## src/rtl/mdu_iterative_pkg.sv

```systemverilog
// Shared constants for the iterative multiply/divide unit: op codes, FSM encodings, op decode helpers.
// Optional divider datapath is selected with the MDU_DIV_EN macro in the files that use this package.
`ifndef WORD_WIDTH
`define WORD_WIDTH 32
`endif

package mdu_iterative_pkg;

    typedef logic [2:0] mdu_op_t;
    typedef logic [1:0] mdu_state_t;

    localparam mdu_op_t MDUOp_MULT  = 3'b001;
    localparam mdu_op_t MDUOp_MULTU = 3'b010;
    localparam mdu_op_t MDUOp_DIV   = 3'b011;
    localparam mdu_op_t MDUOp_DIVU  = 3'b100;
    localparam mdu_op_t MDUOp_MTHI  = 3'b101;
    localparam mdu_op_t MDUOp_MTLO  = 3'b110;

    localparam mdu_state_t ST_IDLE = 2'd0;
    localparam mdu_state_t ST_CALC = 2'd1;
    localparam mdu_state_t ST_FIX  = 2'd2;

    function automatic logic is_mul_op(input mdu_op_t op);
        return (op == MDUOp_MULT) || (op == MDUOp_MULTU);
    endfunction

    function automatic logic is_div_op(input mdu_op_t op);
        return (op == MDUOp_DIV) || (op == MDUOp_DIVU);
    endfunction

    function automatic logic is_signed_op(input mdu_op_t op);
        return (op == MDUOp_MULT) || (op == MDUOp_DIV);
    endfunction

endpackage

```

## src/rtl/mdu_iterative_if.sv

```systemverilog
// Pipeline-to-MDU bundle. Macro MDU_DIV_EN does not change this interface.
`ifndef WORD_WIDTH
`define WORD_WIDTH 32
`endif

interface mdu_iterative_if #(
    parameter int WORD_WIDTH = `WORD_WIDTH
);
    import mdu_iterative_pkg::*;

    // Handshake: start is taken only on an edge where busy=0 and flush=0; the
    // issuer holds its request while busy=1. done pulses once in the cycle HI/LO
    // are written, and the new values are visible the following cycle.
    logic                  start;
    mdu_op_t               op;
    logic [WORD_WIDTH-1:0] inA;
    logic [WORD_WIDTH-1:0] inB;
    logic                  flush;
    logic                  busy;
    logic                  done;
    logic [WORD_WIDTH-1:0] hi;
    logic [WORD_WIDTH-1:0] lo;
    mdu_state_t            dbg_state;

    modport master (
        output start, op, inA, inB, flush,
        input  busy, done, hi, lo, dbg_state
    );

    modport slave (
        input  start, op, inA, inB, flush,
        output busy, done, hi, lo, dbg_state
    );

endinterface

```

## src/rtl/mdu_iterative_divider.sv

```systemverilog
// mdu_divider: restoring shift-subtract divider on unsigned magnitudes, one quotient bit per step.
// Only instantiated when MDU_DIV_EN is defined.
module mdu_divider #(
    parameter int WORD_WIDTH = 32
) (
    input  logic                  clk,
    input  logic                  rst,
    input  logic                  load,
    input  logic                  step,
    input  logic [WORD_WIDTH-1:0] dividend,
    input  logic [WORD_WIDTH-1:0] divisor,
    output logic [WORD_WIDTH-1:0] quotient,
    output logic [WORD_WIDTH-1:0] remainder,
    output logic                  last
);
    localparam int W  = WORD_WIDTH;
    localparam int CW = $clog2(W);

    logic [W-1:0]  quo;
    logic [W-1:0]  rem;
    logic [W-1:0]  dvsr;
    logic [CW-1:0] cnt;
    logic [W:0]    shifted;
    logic [W:0]    diff;

    // rem always holds fewer than W significant bits before a step, so bit W
    // of diff is a clean borrow flag (also true for a zero divisor).
    always_comb begin
        shifted = {rem, quo[W-1]};
        diff    = shifted - {1'b0, dvsr};
    end

    always_ff @(posedge clk) begin
        if (rst) begin
            quo  <= '0;
            rem  <= '0;
            dvsr <= '0;
            cnt  <= '0;
        end else if (load) begin
            quo  <= dividend;
            rem  <= '0;
            dvsr <= divisor;
            cnt  <= '0;
        end else if (step) begin
            cnt <= cnt + 1'b1;
            if (!diff[W]) begin
                rem <= diff[W-1:0];
                quo <= {quo[W-2:0], 1'b1};
            end else begin
                rem <= shifted[W-1:0];
                quo <= {quo[W-2:0], 1'b0};
            end
        end
    end

    assign quotient  = quo;
    assign remainder = rem;
    assign last      = (cnt == CW'(W - 1));

endmodule

```

## src/rtl/mdu_iterative.sv

```systemverilog
// Iterative MULT/MULTU/DIV/DIVU unit owning HI/LO, plus single-cycle MTHI/MTLO.
// Define MDU_DIV_EN to include the divider; without it DIV/DIVU complete in one cycle leaving HI/LO untouched.
`ifndef WORD_WIDTH
`define WORD_WIDTH 32
`endif

module mdu_iterative
    import mdu_iterative_pkg::*;
#(
    parameter int WORD_WIDTH = `WORD_WIDTH
) (
    input  logic           clk,
    input  logic           rst,
    mdu_iterative_if.slave bus
);
    localparam int W  = WORD_WIDTH;
    localparam int CW = $clog2(W);

    mdu_state_t     state;
    mdu_state_t     state_nxt;
    logic [CW-1:0]  cnt;
    logic [W-1:0]   mcand;
    logic [2*W-1:0] acc;
    logic           is_div;
    logic           neg_res;
    logic [W-1:0]   hi_q;
    logic [W-1:0]   lo_q;

    logic           accept;
    logic           op_mul;
    logic           op_div;
    logic           a_neg;
    logic           b_neg;
    logic [W-1:0]   a_mag;
    logic [W-1:0]   b_mag;
    logic [W:0]     mul_sum;
    logic [2*W-1:0] prod;
    logic           last;

    always_comb begin
        op_mul  = is_mul_op(bus.op);
        op_div  = is_div_op(bus.op);
        a_neg   = is_signed_op(bus.op) & bus.inA[W-1];
        b_neg   = is_signed_op(bus.op) & bus.inB[W-1];
        a_mag   = a_neg ? -bus.inA : bus.inA;
        b_mag   = b_neg ? -bus.inB : bus.inB;
        accept  = (state == ST_IDLE) && bus.start && !bus.flush;
        mul_sum = {1'b0, acc[2*W-1:W]} + {1'b0, (acc[0] ? mcand : {W{1'b0}})};
        prod    = neg_res ? -acc : acc;
    end

`ifdef MDU_DIV_EN
    logic         neg_rem;
    logic         div_last;
    logic [W-1:0] div_q;
    logic [W-1:0] div_r;
    logic [W-1:0] quo_fix;
    logic [W-1:0] rem_fix;

    mdu_divider #(.WORD_WIDTH(W)) u_div (
        .clk       (clk),
        .rst       (rst),
        .load      (accept && op_div),
        .step      ((state == ST_CALC) && is_div),
        .dividend  (a_mag),
        .divisor   (b_mag),
        .quotient  (div_q),
        .remainder (div_r),
        .last      (div_last)
    );

    // Quotient sign follows the operand signs, remainder follows the dividend.
    always_comb begin
        quo_fix = neg_res ? -div_q : div_q;
        rem_fix = neg_rem ? -div_r : div_r;
        last    = is_div ? div_last : (cnt == CW'(W - 1));
    end

    always_ff @(posedge clk) begin
        if (rst)
            neg_rem <= 1'b0;
        else if (accept && op_div)
            neg_rem <= a_neg;
    end
`else
    assign last = (cnt == CW'(W - 1));
`endif

    always_comb begin
        state_nxt = state;
        case (state)
            ST_IDLE: begin
                if (accept && op_mul)
                    state_nxt = ST_CALC;
`ifdef MDU_DIV_EN
                else if (accept && op_div)
                    state_nxt = ST_CALC;
`else
                else if (accept && op_div)
                    state_nxt = ST_FIX;
`endif
            end
            ST_CALC: begin
                if (bus.flush)
                    state_nxt = ST_IDLE;
                else if (last)
                    state_nxt = ST_FIX;
            end
            ST_FIX:  state_nxt = ST_IDLE;
            default: state_nxt = ST_IDLE;
        endcase
    end

    always_ff @(posedge clk) begin
        if (rst) begin
            state   <= ST_IDLE;
            cnt     <= '0;
            mcand   <= '0;
            acc     <= '0;
            is_div  <= 1'b0;
            neg_res <= 1'b0;
            hi_q    <= '0;
            lo_q    <= '0;
        end else begin
            state <= state_nxt;

            if (accept && (op_mul || op_div)) begin
                mcand   <= a_mag;
                acc     <= {{W{1'b0}}, b_mag};
                cnt     <= '0;
                is_div  <= op_div;
                neg_res <= a_neg ^ b_neg;
            end else if (state == ST_CALC) begin
                cnt <= cnt + 1'b1;
                if (!is_div)
                    acc <= {mul_sum, acc[W-1:1]};
            end

            if (accept && (bus.op == MDUOp_MTHI))
                hi_q <= bus.inA;
            if (accept && (bus.op == MDUOp_MTLO))
                lo_q <= bus.inA;

            // A flush landing on FIX still squashes the architectural write.
            if ((state == ST_FIX) && !bus.flush) begin
                if (!is_div) begin
                    hi_q <= prod[2*W-1:W];
                    lo_q <= prod[W-1:0];
                end
`ifdef MDU_DIV_EN
                else begin
                    hi_q <= rem_fix;
                    lo_q <= quo_fix;
                end
`endif
            end
        end
    end

    assign bus.busy      = (state != ST_IDLE);
    assign bus.done      = (state == ST_FIX);
    assign bus.hi        = hi_q;
    assign bus.lo        = lo_q;
    assign bus.dbg_state = state;

endmodule
```

## src/flat_wrapper.sv

```systemverilog
// flat-port wrapper written by rule: the top's interface ports become plain ports
module mdu_iterative_flat import mdu_iterative_pkg::*;
#(
    parameter int WORD_WIDTH = `WORD_WIDTH
)
  (clk, rst, bus_start, bus_op, bus_inA, bus_inB, bus_flush, bus_busy, bus_done, bus_hi, bus_lo, bus_dbg_state);
  mdu_iterative_if #(.WORD_WIDTH(WORD_WIDTH)) bus_i ();
  input  logic clk;
  input  logic rst;
  input wire logic [$bits(bus_i.start)-1:0] bus_start;
  input wire logic [$bits(bus_i.op)-1:0] bus_op;
  input wire logic [$bits(bus_i.inA)-1:0] bus_inA;
  input wire logic [$bits(bus_i.inB)-1:0] bus_inB;
  input wire logic [$bits(bus_i.flush)-1:0] bus_flush;
  output wire logic [$bits(bus_i.busy)-1:0] bus_busy;
  output wire logic [$bits(bus_i.done)-1:0] bus_done;
  output wire logic [$bits(bus_i.hi)-1:0] bus_hi;
  output wire logic [$bits(bus_i.lo)-1:0] bus_lo;
  output wire logic [$bits(bus_i.dbg_state)-1:0] bus_dbg_state;
  assign bus_i.start = bus_start;
  assign bus_i.op = bus_op;
  assign bus_i.inA = bus_inA;
  assign bus_i.inB = bus_inB;
  assign bus_i.flush = bus_flush;
  assign bus_busy = bus_i.busy;
  assign bus_done = bus_i.done;
  assign bus_hi = bus_i.hi;
  assign bus_lo = bus_i.lo;
  assign bus_dbg_state = bus_i.dbg_state;
  mdu_iterative #(.WORD_WIDTH(WORD_WIDTH)) u_core (.clk(clk), .rst(rst), .bus(bus_i));
endmodule
```

## config.mk

```make
export PLATFORM = sky130hd
export DESIGN_NAME = mdu_iterative_flat
export DESIGN_NICKNAME = d
export VERILOG_FILES = /design/src/rtl/mdu_iterative_pkg.sv /design/src/rtl/mdu_iterative_if.sv /design/src/rtl/mdu_iterative_divider.sv /design/src/rtl/mdu_iterative.sv /design/src/flat_wrapper.sv
export SDC_FILE = /design/constraint.sdc
export NUM_CORES = 1
export LEC_CHECK = 0
export ABC_CLOCK_PERIOD_IN_PS = 4500
export CAP_MARGIN = 10
export CORE_ASPECT_RATIO = 0.6
export CORE_MARGIN = 3
export CORE_UTILIZATION = 57
export CTS_CLUSTER_DIAMETER = 80
export DETAILED_ROUTE_END_ITERATION = 12
export MAX_ROUTING_LAYER = met4
export PLACE_DENSITY = 0.78
export SYNTH_ARGS = -nofsm -noshare
export SYNTH_HDL_FRONTEND = slang
export SYNTH_SLANG_ARGS = --single-unit
```

## constraint.sdc

```tcl
create_clock -name clk -period 4.5 [get_ports clk]
set_input_delay 0.9 -clock clk [delete_from_list [all_inputs] [get_ports clk]]
set_output_delay 0.9 -clock clk [all_outputs]
set_load 0.02 [all_outputs]
```

## Word-level counts from Yosys, hierarchy flattened

Index checks and enable logic that the tools add are counted.

| operators by class | value |
|---|---|
| bitwise logic cells | 4 |
| add/subtract/negate cells | 5 |
| equal/unequal tests | 12 |
| muxes and demuxes | 18 |
| reduce and logical (&&, ||, !) cells | 20 |

Operator list:

| cell | count |
|---|---|
| 2-to-1 mux 32 bit | 12 |
| 2-to-1 mux 64 bit | 1 |
| negation 32 bit | 2 |
| negation 64 bit | 1 |
| adder 32 x 32 -> 33 bit | 1 |
| == test 3 bit (second input constant) | 3 |
| logical AND 1 bit | 8 |
| 2-to-1 mux 2 bit | 4 |
| == test 3 x 2 -> 1 bit (second input constant) | 2 |
| AND reduction 2 bit | 3 |
| adder 5 x 1 -> 5 bit (second input constant) | 1 |
| == test 5 bit (second input constant) | 1 |
| logical OR 1 bit | 4 |
| case mux 2 bit (2 select lines) | 1 |
| nonzero test 2 bit | 2 |
| == test 3 x 1 -> 1 bit (second input constant) | 1 |
| inequality test 3 x 2 -> 1 bit (second input constant) | 1 |
| inequality test 3 bit (second input constant) | 1 |
| bitwise AND 1 bit | 2 |
| == test 2 x 1 -> 1 bit (second input constant) | 1 |
| == test 2 bit (second input constant) | 1 |
| zero test 2 bit | 1 |
| inequality test 2 bit (second input constant) | 1 |
| OR reduction 2 bit | 1 |
| 3 further kinds | 3 |

| word-level totals | value |
|---|---|
| input port bits | 71 |
| register bits | 169 |

## Longest topological paths before layout

| logic depth | value |
|---|---|
| word-level depth | 7 |
| gate-level depth with buffers | 13 |

## Worst setup path before layout

Ideal clock, no wire load.

| timing | value |
|---|---|
| kind | flip-flop to flip-flop |
| from | reg u_core.acc[0] |
| to | reg u_core.acc[57] |
| data required time | 4.383 ns |
| library setup time | 0.117 ns |
| data arrival time | 3.281 ns |
| path slack | 1.102 ns |
| buffers on the path | 2 |
| stages on the path, launching flop included | 14 |
| cells stage by stage | dfxtp_1 clkbuf_1 clkbuf_1 and2_1 ha_1 fa_1 a21o_1 a221o_1 or4_1 a31oi_1 nor2_1 a31o_2 xor2_1 a22o_1 |

| on the way | value |
|---|---|
| word-level cells in the longest chain between the ends | 2 |

Ends and longest elaborated chain:

| what | RTL line | text |
|---|---|---|
| from (decl) | mdu_iterative.sv:23 | `logic [2*W-1:0] acc;` |
| from (signal assigned) | mdu_iterative.sv:129 | `acc <= {{W{1'b0}}, b_mag};` |
| from (signal assigned) | mdu_iterative.sv:136 | `acc <= {mul_sum, acc[W-1:1]};` |
| 2-to-1 mux 32 bit | mdu_iterative.sv:48 | `mul_sum = {1'b0, acc[2*W-1:W]} + {1'b0, (acc[0] ? mcand : {W{1'b0}})};` |
| adder 32 x 32 -> 33 bit | mdu_iterative.sv:48 |  |

Every way passes these cells.
A chain may end at the register's enable or synchronous reset.

## Worst setup path after layout

Same ends and word-level chain as after synthesis.

==> reports/qor.txt <==
CTS max path bufs - 2
Worst Skew - 0.0168 ns
Setup crit end kind - flip-flop
Post-CTS Setup Bufs - 0
Period minus WS final - 3.82 ns
CP Cell Sequence - and2_1 -> ha_1 -> fa_1 -> a21o_1 -> a221o_1 -> or4_1 -> a31oi_1 -> nor2_1 -> a31o_2 -> xor2_1 -> a22o_1
Placed Instances - 1775
Startpoint types - flip-flop
Mapped Cells - 1449
Worst-path clk slew - 0.07 ns
Initial core utilization - 0.589
Top cells by area, synth - dfxtp_1, xnor2_1, a211oi_1
GR Util All Layers - 0.322
TritonCTS Buffers - 17
Yosys top cell area share - 0.298
Yosys cell types - 64
Least-Margin Pin Slew - 1.04 ns
Status - finished, final reports clean
Core area - 0.0193 mm^2
IO Pins - 139
Latest clock arrival within the worst-skew pair - 0.45 ns
Final Slew Violations - 0
Via density - 6.26
Unrepaired setup endpoints after global routing - no
Final non-filler cell total - 1808
Worst path top cell family by delay - compound AO/OA/AOI/OAI gates
Setup TNS - 0 ns
DRC - 0
DRT antenna net count - 0
First-pass GRT wire length - 54600 um
Detail Placement HPWL - 25200 um
Fillcell total - 1550
Vias in the first global route - 10179
CTS resizes - 0
Grt total ovfl - 0
Asr flop ratio synth - 0
Die W - 188 um
Synth Cell Area - 0.0113 mm^2
Sequential share of the synthesized area - 0.298
Nets - 1637
Crit Path Category - reg2reg
Slew headroom - 0.296
Hold WS - 0.460 ns
DRT iter0 DRCs - 1285
Hold_buf cts - 0
Number of clock sinks - 169
Row cnt - 39
WP buf/inv - 0
Hold Path Depth - 2
Net Count, Synth - 1558
Max-Cap Viols - 0
Final setup violation count - 0
Full die area - 0.0217 mm^2
WL per Instance - 19.1 um
Max Fanout on Critical Path - 16
Clock root cell - clkbuf_16
CP max stage cell - or4_1
Largest area contributor in the netlist - dfxtp_1
WP depth - 11
Count of TritonRoute iterations in the first routing pass - 8
CTS tree - yes
Worst r2r path cells - 11
Final hold violations - 0
P_leak - 0.00512 uW
IO buf count - 138
Power Total - 3610 uW
Share of cells above drive strength 1 - 0.0565
Via count - 11311
Fin crit share - 0.849
Total wire length - 34600 um
Syn_area_per_cell - 7.83 um^2
Area growth syn-to-layout - 18.4%
Maximum VDD drop - 341 uV
Post-synth EDFFs - 0
Yosys Warn Count - 0
H-tree depth - 4
Routability cong. - 0.995
Pwr dens - 269 mW/mm^2
Largest net degree at the start of global routing - 64
Antenna violations before repair - 1
DIE HEIGHT - 115 um
Critical Path RT - 4.84 ns
CP peak stage delay - 0.52 ns
Synth Flop Type - dfxtp_1
Critical Path AT - 4.16 ns
Hold Crit Class - reg2reg
Fmax - 0.262 GHz
Synth Register Bits - 169
[synthesized netlist by cell type (3+ instances only)]
| master | instances |
|---|---|
| a311oi_1 | 35 |
| ha_1 | 37 |
| buf_1 | 8 |
| nor3_1 | 20 |
| o41ai_1 | 14 |
| or4_1 | 15 |
| dfxtp_1 | 169 |
| nor2_1 | 186 |
| nand2_1 | 149 |
| nor4_1 | 10 |
| inv_1 | 19 |
| o21a_1 | 4 |
| a21o_1 | 20 |
| o31ai_1 | 27 |
| clkbuf_1 | 89 |
| xnor2_1 | 94 |
| buf_2 | 4 |
| a31oi_1 | 10 |
| and2_1 | 38 |
| a211oi_1 | 93 |
| or3_1 | 20 |
| and3_1 | 4 |
| nand4_1 | 8 |
| nand3_1 | 22 |
| a22o_1 | 13 |
| nand3b_1 | 4 |
| or2_2 | 8 |
| a21oi_1 | 95 |
| nand2b_1 | 12 |
| o21bai_1 | 6 |
| o21ai_0 | 53 |
| o211ai_1 | 5 |
| xor2_1 | 52 |
| nor2b_1 | 12 |
| o41a_1 | 3 |
| mux2_2 | 5 |
| mux2i_1 | 50 |
| or4_4 | 3 |
[area by class of cell]
cell class                      count  area, um^2  share of cell area
Multi-Input combinational cell   1160        7530               0.560
Sequential cell                   169        3380               0.252
Timing Repair Buffer              161        1550               0.116
Clock buffer                       17         425              0.0317
Tap cell                          266         333              0.0248
Clock inverter                     15         135              0.0101
Inverter                           19        71.3             0.00531
Antenna cell                        1        2.50            0.000186
[worst reg2reg max path, stage by stage, from the launching register on]
cell	delay [ns]
dfxtp_1	0.48
and2_1	0.26
ha_1	0.22
fa_1	0.41
a21o_1	0.23
a221o_1	0.34
or4_1	0.52
a31oi_1	0.47
nor2_1	0.16
a31o_2	0.30
xor2_1	0.15
a22o_1	0.20
[per-stage QoR]
stage,utilization,worst slack [ns],instance area [um^2]
CTS,0.697,0.762,13400
detailed placement,0.668,0.550,12900
floorplan,-,1.10,11300
global route,0.697,0.504,13400
finish,0.697,0.680,13400
global placement,0.668,0.621,12900
[flip-flops by register name, summed over array words and instances, names as in the netlist]
signal / cells
u_core.acc: 64
u_core.bus.hi: 32
u_core.bus.lo: 32
u_core.mcand: 32
u_core.is_div: 1
u_core.cnt: 5
u_core.bus.dbg_state: 2
u_core.neg_res: 1
[cell usage in the layout (no fill, tap or decap), types with 37 or more instances in the layout]
cell               n
a211oi_1          93
a21oi_1           95
and2_1            37
clkdlybuf4s50_1  137
dfxtp_1          168
ha_1              37
mux2i_1           50
nand2_1          148
nor2_1           185
o21ai_0           53
xnor2_1           94
xor2_1            52
[path summary, 6_finish.rpt]
check | to | start | slack (ns)
worst min-delay path | u_core.mcand[31]$_SDFFE_PP0P_ | u_core.mcand[31]$_SDFFE_PP0P_ | 0.46
worst min register to register | u_core.mcand[31]$_SDFFE_PP0P_ | u_core.mcand[31]$_SDFFE_PP0P_ | 0.46
worst max-delay path | u_core.acc[57]$_SDFFE_PP0P_ | u_core.acc[0]$_SDFFE_PP0P_ | 0.68
worst max register to register | u_core.acc[57]$_SDFFE_PP0P_ | u_core.acc[0]$_SDFFE_PP0P_ | 0.68
[routing by layer]
metal  global-route usage  vias to the layer above  share of wire
li1                     -                     5398              -
met1                0.465                     5257           0.47
met4               0.0819                        0          0.019
met3               0.0713                       57           0.10
met5                    -                        -              0
met2                0.454                      599           0.41
[power breakdown]
| part | internal (uW) | switching, uW | total [uW] |
|---|---|---|---|
| clock | 728 | 698 | 1430 |
| combinational | 235 | 346 | 582 |
| sequential | 1550 | 56.1 | 1600 |
[kinds of logic after synthesis]
group | synth area share
simple gates | 0.218
compound gates | 0.239
flops | 0.298
xor+xnor | 0.113
buf+inv | 0.0401
mux | 0.0491
fa+ha+maj | 0.0426
Power figures use the tool's default switching activity.
